[src/rtl/uart_pkg.sv]
// Shared definitions for the UART command path: parser states,
// frame constants and a saturating counter helper.
package uart_pkg;

   localparam int FRAME_LEN = 4;
   localparam int TIMER_W = 16;
   localparam logic [7:0] SYNC_BYTE_DEF = 8'hA5;

   typedef enum logic [$clog2(FRAME_LEN)-1:0] {
      ST_SYNC,
      ST_ADDR,
      ST_DATA,
      ST_CHK
   } parser_state_t;

   function automatic logic [7:0] sat_inc(input logic [7:0] v);
      return (v == 8'hFF) ? v : v + 8'd1;
   endfunction

endpackage

[src/rtl/uart_rx_ack.sv]
// Acknowledge guard for uart_rx consumers: accepts a held-valid byte
// once and answers with a single-cycle registered ready pulse.
module uart_rx_ack (
   input  logic i_clk,
   input  logic i_rst_n,
   input  logic i_data_valid,
   output logic o_accept,
   output logic o_rx_ready
);

   logic r_rx_ready;
   logic r_ack_d;

   // The cycle after an ack uart_rx may still show valid; block it.
   assign o_accept = i_data_valid & ~r_rx_ready & ~r_ack_d;
   assign o_rx_ready = r_rx_ready;

   always_ff @(posedge i_clk or negedge i_rst_n) begin
      if (!i_rst_n) begin
         r_rx_ready <= 1'b0;
         r_ack_d <= 1'b0;
      end else begin
         r_rx_ready <= o_accept;
         r_ack_d <= r_rx_ready;
      end
   end

endmodule

[src/rtl/uart_cmd_parser.sv]
// Frame parser: SYNC, ADDR, DATA, CHK bytes from uart_rx become a
// register-write strobe; bad checksums and timeouts are counted.
module uart_cmd_parser
   import uart_pkg::*;
#(
   parameter int TIMEOUT_CYCLES = 33320,
   parameter logic [7:0] SYNC_BYTE = SYNC_BYTE_DEF
) (
   input  logic       i_uart_clk,
   input  logic       i_rst_n,
   input  logic [7:0] i_byte_in,
   input  logic       i_data_valid,
   output logic       o_rx_ready,
   output logic       o_wr_en,
   output logic [7:0] o_wr_addr,
   output logic [7:0] o_wr_data,
   output logic [7:0] o_err_count,
   output logic       o_busy
);

   if (TIMEOUT_CYCLES < 1 || TIMEOUT_CYCLES > 65535) begin : g_bad_timeout
      $error("TIMEOUT_CYCLES must be in 1..65535");
   end

   localparam logic [TIMER_W-1:0] TO_LAST = TIMER_W'(TIMEOUT_CYCLES - 1);

   parser_state_t      r_state;
   logic [TIMER_W-1:0] r_timer;
   logic [7:0]         r_addr;
   logic [7:0]         r_data;
   logic               r_wr_en;
   logic [7:0]         r_wr_addr;
   logic [7:0]         r_wr_data;
   logic [7:0]         r_err_count;
   logic               w_accept;
   logic [7:0]         w_sum;

   uart_rx_ack u_ack (
      .i_clk        (i_uart_clk),
      .i_rst_n      (i_rst_n),
      .i_data_valid (i_data_valid),
      .o_accept     (w_accept),
      .o_rx_ready   (o_rx_ready)
   );

   assign w_sum = r_addr + r_data;

   // An accepted byte takes priority over a timeout in the same cycle.
   always_ff @(posedge i_uart_clk or negedge i_rst_n) begin
      if (!i_rst_n) begin
         r_state <= ST_SYNC;
         r_timer <= '0;
         r_addr <= '0;
         r_data <= '0;
         r_wr_en <= 1'b0;
         r_wr_addr <= '0;
         r_wr_data <= '0;
         r_err_count <= '0;
      end else begin
         r_wr_en <= 1'b0;
         if (w_accept) begin
            r_timer <= '0;
            unique case (r_state)
               ST_SYNC: begin
                  if (i_byte_in == SYNC_BYTE) r_state <= ST_ADDR;
               end
               ST_ADDR: begin
                  r_addr <= i_byte_in;
                  r_state <= ST_DATA;
               end
               ST_DATA: begin
                  r_data <= i_byte_in;
                  r_state <= ST_CHK;
               end
               ST_CHK: begin
                  r_state <= ST_SYNC;
                  if (i_byte_in == w_sum) begin
                     r_wr_en <= 1'b1;
                     r_wr_addr <= r_addr;
                     r_wr_data <= r_data;
                  end else begin
                     r_err_count <= sat_inc(r_err_count);
                  end
               end
               default: r_state <= ST_SYNC;
            endcase
         end else if (r_state == ST_SYNC) begin
            r_timer <= '0;
         end else if (r_timer == TO_LAST) begin
            r_timer <= '0;
            r_state <= ST_SYNC;
            r_err_count <= sat_inc(r_err_count);
         end else begin
            r_timer <= r_timer + 1'b1;
         end
      end
   end

   assign o_wr_en = r_wr_en;
   assign o_wr_addr = r_wr_addr;
   assign o_wr_data = r_wr_data;
   assign o_err_count = r_err_count;
   assign o_busy = (r_state != ST_SYNC);

endmodule

[config.mk]
export PLATFORM = sky130hd
export DESIGN_NAME = uart_cmd_parser
export DESIGN_NICKNAME = d
export VERILOG_FILES = /design/src/rtl/uart_pkg.sv /design/src/rtl/uart_rx_ack.sv /design/src/rtl/uart_cmd_parser.sv
export SDC_FILE = /design/constraint.sdc
export NUM_CORES = 1
export LEC_CHECK = 0
export ABC_AREA = 1
export CORE_MARGIN = 1.5
export CORE_UTILIZATION = 30
export DETAILED_ROUTE_END_ITERATION = 8
export PLACE_DENSITY_LB_ADDON = 0.25
export SLEW_MARGIN = 20
export SYNTH_ARGS = -nofsm -noshare
export SYNTH_HDL_FRONTEND = slang
export SYNTH_SLANG_ARGS = --single-unit
[constraint.sdc]
create_clock -name i_uart_clk -period 4 [get_ports i_uart_clk]
set_input_delay 1 -clock i_uart_clk [delete_from_list [all_inputs] [get_ports i_uart_clk]]
set_output_delay 1 -clock i_uart_clk [all_outputs]
set_load 0.02 [all_outputs]
==> out/qor.yml <==
drt:
  postRouteAntennaNets: 0
  wl_met3_um: 254
  met1Wirelength_mm: 3.41
  routed.top_layer: "met4"
  drt_first_iter_violations: 70
  route.met2.wl_mm: 3.37
  wirelength_mm: 7.13
  firstDrtPassIters: 4
  wl_per_cell_um: 12.1
  drcViolationCount: 0
  vias: 2658
  vias_per_cell: 4.53
synth:
  syn_nets: 427
  synth.avg_cell_area_um2: 8.12
  yosysTopAreaCell: "dfrtp_1"
  synth.area.top_cells: "dfrtp_1 47%, nand2_1 15%, ha_1 5.0%"
  ys_warn_count: 0
  ys_types: 34
  synthCells: 402
  synth-seq-cells: 61
  synth.cell_area_um2: 3270
  yosysTopAreaCellShare: 0.467
  yosysSeqAreaShare: 0.467
clock_tree:
  post-cts-setup-buffers: 0
  clk_pin_slew_ns: 0.07
  cts_num_sinks: 61
  htree_levels: 3
  postCtsHoldBufs: 0
  root_buffer: "clkbuf_8"
  ctsResizeCount: 0
  worst_skew_pair.late_latency_ns: 0.34
  cts_buffers: 9
  cts_tree: "done"
  clockBufferDepth: 2
sta:
  slew_headroom: 0.573
  min_period_ns: 2.82
  setup_viol: 0
  hold_viol: 0
  max_clock_freq_ghz: 0.355
  tns_ns: 0
  rsz0062_at_grt: "false"
  worst_clock_skew_ns: 0.00995
  slew_violations: 0
  period_share: 0.705
  worst_slew_pin_slew_ns: 0.639
setup_path:
  path_buf_inv: 3
  crit_fanout: 7
  cpMostUsedCell: "inv_1"
  slowest_stage: "clkdlybuf4s50_1"
  cp_cell_sequence: "inv_1 -> ha_1 -> inv_1 -> clkdlybuf4s50_1"
  cp-end-kind: "primary output"
  arrival_ns: 1.82
  critPathRequiredTime_ns: 3.00
  startpoint_type: "flip-flop"
  max_stage_delay_ns: 0.61
  path_class: "reg -> out"
  crit_family: "buffers and inverters"
placement:
  routabilityCongestion: 0.775
  portBuffers: 37
  dpl.hpwl_mm: 5.18
global_routing:
  grt_pass1_vias: 2689
  grt_max_degree: 50
  gr-usage-all-layers: 0.139
  grt_pass1_wl_mm: 12.4
  grt_overflow: 0
  antenna_found_initial: 0
finish:
  fillCellCount: 1117
  area_delta_synth_final_pct: 23.1
  final_util: 0.384
  antenna_cells: 0
  nets: 471
  drive_gt1_frac: 0.0976
floorplanning:
  rows: 37
  start_util: 0.312
  die_area_um2: 11500
  core_area_um2: 10500
  dieHeight_um: 107
  ios: 38
  die_w_um: 107
power:
  p_leak_nw: 1.98
  vdd_drop_max_v: 0.000220
  power_density_nw_per_um2: 602
status:
  outcome: "finished clean"
worst_hold_path:
  hold_class: "reg -> reg"
flow_run:
  maxCapViolations: 0
[worst reg2reg max path, delay by kind of cell (launching register included)]
kind,cells,cell delay (ns)
AND/OR/NAND/NOR,9,1.25
adder cells (fa/ha/maj),2,0.77
flip-flops,1,0.41
[report_power, final]
group,internal (mW),switching (mW),leakage [nW]
sequential,0.736,0.129,0.817
clock,0.418,0.240,0.126
combinational,0.346,0.551,1.04
total,1.50,0.921,1.98
[registers in the layout (all words and copies together) (netlist names)]
name              cells
o_wr_data             8
r_data                8
r_addr                8
r_timer              16
u_ack.o_rx_ready      1
r_state               2
o_err_count           8
u_ack.r_ack_d         1
o_wr_en               1
o_wr_addr             8
[worst paths after layout]
path                                   from             to  slack [ns]  depth (start not counted)
max                              r_state[0]         o_busy        1.18                          4
min                        u_ack.o_rx_ready  u_ack.r_ack_d        0.44                          0
max reg2reg                       r_addr[0]   o_wr_addr[5]        1.46                         11
min reg2reg                u_ack.o_rx_ready  u_ack.r_ack_d        0.44                          0
max in group asynchronous           i_rst_n     r_state[1]        2.66                          2
min in group asynchronous           i_rst_n   o_wr_addr[7]        0.69                          1
[cell usage after synthesis]
cell and n:
nand3_1 23, nand2_1 132, inv_1 41, nand2_2 13, o21a_1 1, xor2_1 9
nand4_2 1, or2_1 1, o21ai_0 27, or2_2 1, nor2_4 2, buf_12 1
nor2_8 1, dfrtp_1 61, o211ai_1 1, fa_1 1, clkbuf_1 2, nand3b_1 3
nand3_4 1, xnor2_1 4, nor2_2 1, nor4_1 5, nand4_1 6, a21oi_1 13
nor2_1 24, o21ai_1 1, a31o_2 1, nor3_1 5, nand3_2 1, buf_2 1
ha_1 13, inv_2 3, buf_1 1, nor4_2 1
[stage by stage]
stage               hold WS [ns]  area, um^2  total power, mW  worst slack, ns  std cells
finish                     0.438        4020             2.42             1.18        587
floorplan                  0.430        3270             1.54             1.80        402
global placement           0.422        3770             1.76             1.06        571
detailed placement         0.412        3770             1.78            0.992        571
global route               0.462        4020             2.63             1.04        587
CTS                        0.442        4020             2.45             1.13        587
[layout by cell type (no fill, tap or decap), drive strengths merged, types with 3 or more instances in the layout]
cell           instances
dfrtp                 61
nor4                   6
a21oi                 13
xor2                   9
nor3                   5
o21ai                 28
nand4                  7
inv                   44
ha                    13
nor2                  28
xnor2                  4
nand2                145
clkdlybuf4s50         36
clkbuf                13
nand3                 25
nand3b                 3
[per-layer routing]
layer | track usage | vias up
met1 | 0.164 | 1233
met2 | 0.239 | 42
met3 | 0.0393 | 6
met4 | 0.0508 | 0
met5 | 0 | -
li1 | - | 1377
[cell type report]
| class | instances | area, um^2 | share of cell area |
|---|---|---|---|
| multi-input combinational | 292 | 1540 | 0.383 |
| sequential | 61 | 1530 | 0.380 |
| timing repair buffer | 38 | 375 | 0.0934 |
| clock buffer | 13 | 179 | 0.0445 |
| tap | 136 | 170 | 0.0423 |
| inverter | 44 | 165 | 0.0411 |
| clock inverter | 3 | 65.1 | 0.0162 |
[logic make-up after synthesis]
logic type	Yosys count	share of synthesized area
AND/OR/NAND/NOR	221	0.310
flip-flops	61	0.467
buffers and inverters	49	0.0617
AO/OA/AOI/OAI	44	0.0701
adder cells (fa/ha/maj)	14	0.0559
XOR/XNOR	13	0.0349
No activity file was read; power rests on OpenSTA's default activity.
==> RTL edit (same flow settings) <==
The package constant `TIMER_W` goes from 16 to 32.
--- a/src/rtl/uart_pkg.sv
+++ b/src/rtl/uart_pkg.sv
@@ -3,7 +3,7 @@
 package uart_pkg;
 
    localparam int FRAME_LEN = 4;
-   localparam int TIMER_W = 16;
+   localparam int TIMER_W = 32;
    localparam logic [7:0] SYNC_BYTE_DEF = 8'hA5;
 
    typedef enum logic [$clog2(FRAME_LEN)-1:0] {
Formal check against the unedited RTL: same outputs for any inputs over 10 cycles, from zero or initial values and one cycle with i_rst_n low; that may be too few to reach the edited logic, so the function may still have changed.
==> RTL edit against the original RTL <==
Final area up 35%. Power up 30%. Via count up 48%. Clock power up 48%. Area after synthesis up 39%. Die area up 38%. Worst hold slack worse by 0.030 ns. Global-route usage up 1.6 points. Critical path type unchanged. Wire length up 62%. Sequential share of layout area down 2.5 points. Count of clock-buffer cells in the layout down 2. Setup slack worse by 0.23 ns. Sequential cell count up 16.
==> RTL edit: results (changes against the original RTL) <==
metric	value	unit	change
status	completed		unchanged
synth_warnings	0		unchanged
synthTopCellsByCount	nand2_1 (175), dfrtp_1 (77), nor2_1 (75)		was nand2_1 (132), dfrtp_1 (61), inv_1 (41)
placed_cells	808		was 571
p_sw_share	38.9	%	was 38.0%
relSlewSlack	48.4	%	was 57.3%
wl_per_cell	14.0	um	was 12.1 um
largest_reg_flops	32		was 16
dr.pass1.iters	6		was 4
place_ws	0.790	ns	was 0.992 ns
gp_congestion	0.852		was 0.775
n_fill_cell	1500		was 1117
syn_area_per_cell	7.60	um^2	was 8.12 um^2
drive_gt1_share	9.38	%	was 9.76%
postPlaceCellArea	5070	um^2	was 3770 um^2
root_buffer	clkbuf_16		was clkbuf_8
finalNetCount	660		was 471
dp_hpwl	8.53	mm	was 5.18 mm
hold_ws	0.408	ns	was 0.438 ns
peakVddDrop	0.535	mV	was 0.220 mV
crit_fanout	9		was 7
grt_start_max_net_pins	78		was 50
cp_slowest_stage_delay	0.59	ns	was 0.61 ns
rrSetupSlack	1.50	ns	was 1.46 ns
grt_use_total	15.5	%	was 13.9%
power_leakage	2.46	nW	was 1.98 nW
grt_pass1_wl	19.5	mm	was 12.4 mm
syn-num-nets	622		was 427
vias_per_cell	4.77		was 4.53
ys_seq_area_share	42.5	%	was 46.7%
==> RTL edit: cell types whose count changed in the layout (fill, tap and decap cells not counted), moves of 14 or more <==
cell	delta
nor2_1	+51
nor3_1	+18
nand2_1	+43
inv_1	+14
nand4_1	+22
dfrtp_1	+16
==> RTL edit: worst max-delay path by stage <==
stage	end	from	slack (ns)
5_1_grt	o_busy	r_state[1]	0.87
3_3_place_gp	o_wr_data[7]	i_data_valid	0.88
2_1_floorplan	o_wr_addr[1]	r_addr[0]	1.83
6_report	o_busy	r_state[1]	0.96
3_5_place_dp	o_wr_addr[2]	i_data_valid	0.79
4_1_cts	o_busy	r_state[0]	0.92
==> RTL edit: worst max-delay path, delay by kind of cell, from the launching register on <==
| family | cells | cell delay (ns) |
|---|---|---|
| buf+inv | 3 | 0.91 |
| flops | 1 | 0.42 |
| fa+ha+maj | 1 | 0.37 |
==> RTL edit: final cells by class <==
type                            instances  area (um^2)  share of cell area [%]
Multi-Input combinational cell        440         2280                    41.9
Sequential cell                        77         1930                    35.5
Clock buffer                           11          253                    4.65
Tap cell                              184          230                    4.24
Clock inverter                          5          106                    1.96
Inverter                               70          265                    4.88
Timing Repair Buffer                   37          372                    6.84
==> RTL edit: kinds of logic after synthesis <==
family,after synthesis,synth area share (%)
buffers and inverters,80,7.34
XOR/XNOR,21,4.05
AND/OR/NAND/NOR,367,37.6
AO/OA/AOI/OAI,38,4.50
adder cells (fa/ha/maj),14,4.03
flip-flops,77,42.5
==> RTL edit: power groups by stage <==
stage | combinational, mW | clock, mW | sequential, mW
detailed placement | 1.13 | 0 | 1.06
global placement | 1.10 | 0 | 1.05
finish | 1.12 | 0.976 | 1.04
floorplan | 0.841 | 0 | 1.04
global route | 1.26 | 1.03 | 1.06
CTS | 1.13 | 1.00 | 1.05
==> RTL edit: routing by layer <==
| layer | vias to the layer above | GRT usage (%) | wire (um) |
|---|---|---|---|
| li1 | 1999 | - | - |
| met1 | 1829 | 19.9 | 5380 |
| met2 | 83 | 25.8 | 5450 |
| met3 | 18 | 4.21 | 520 |
| met4 | 0 | 4.46 | 194 |
| met5 | - | 0 | 0 |
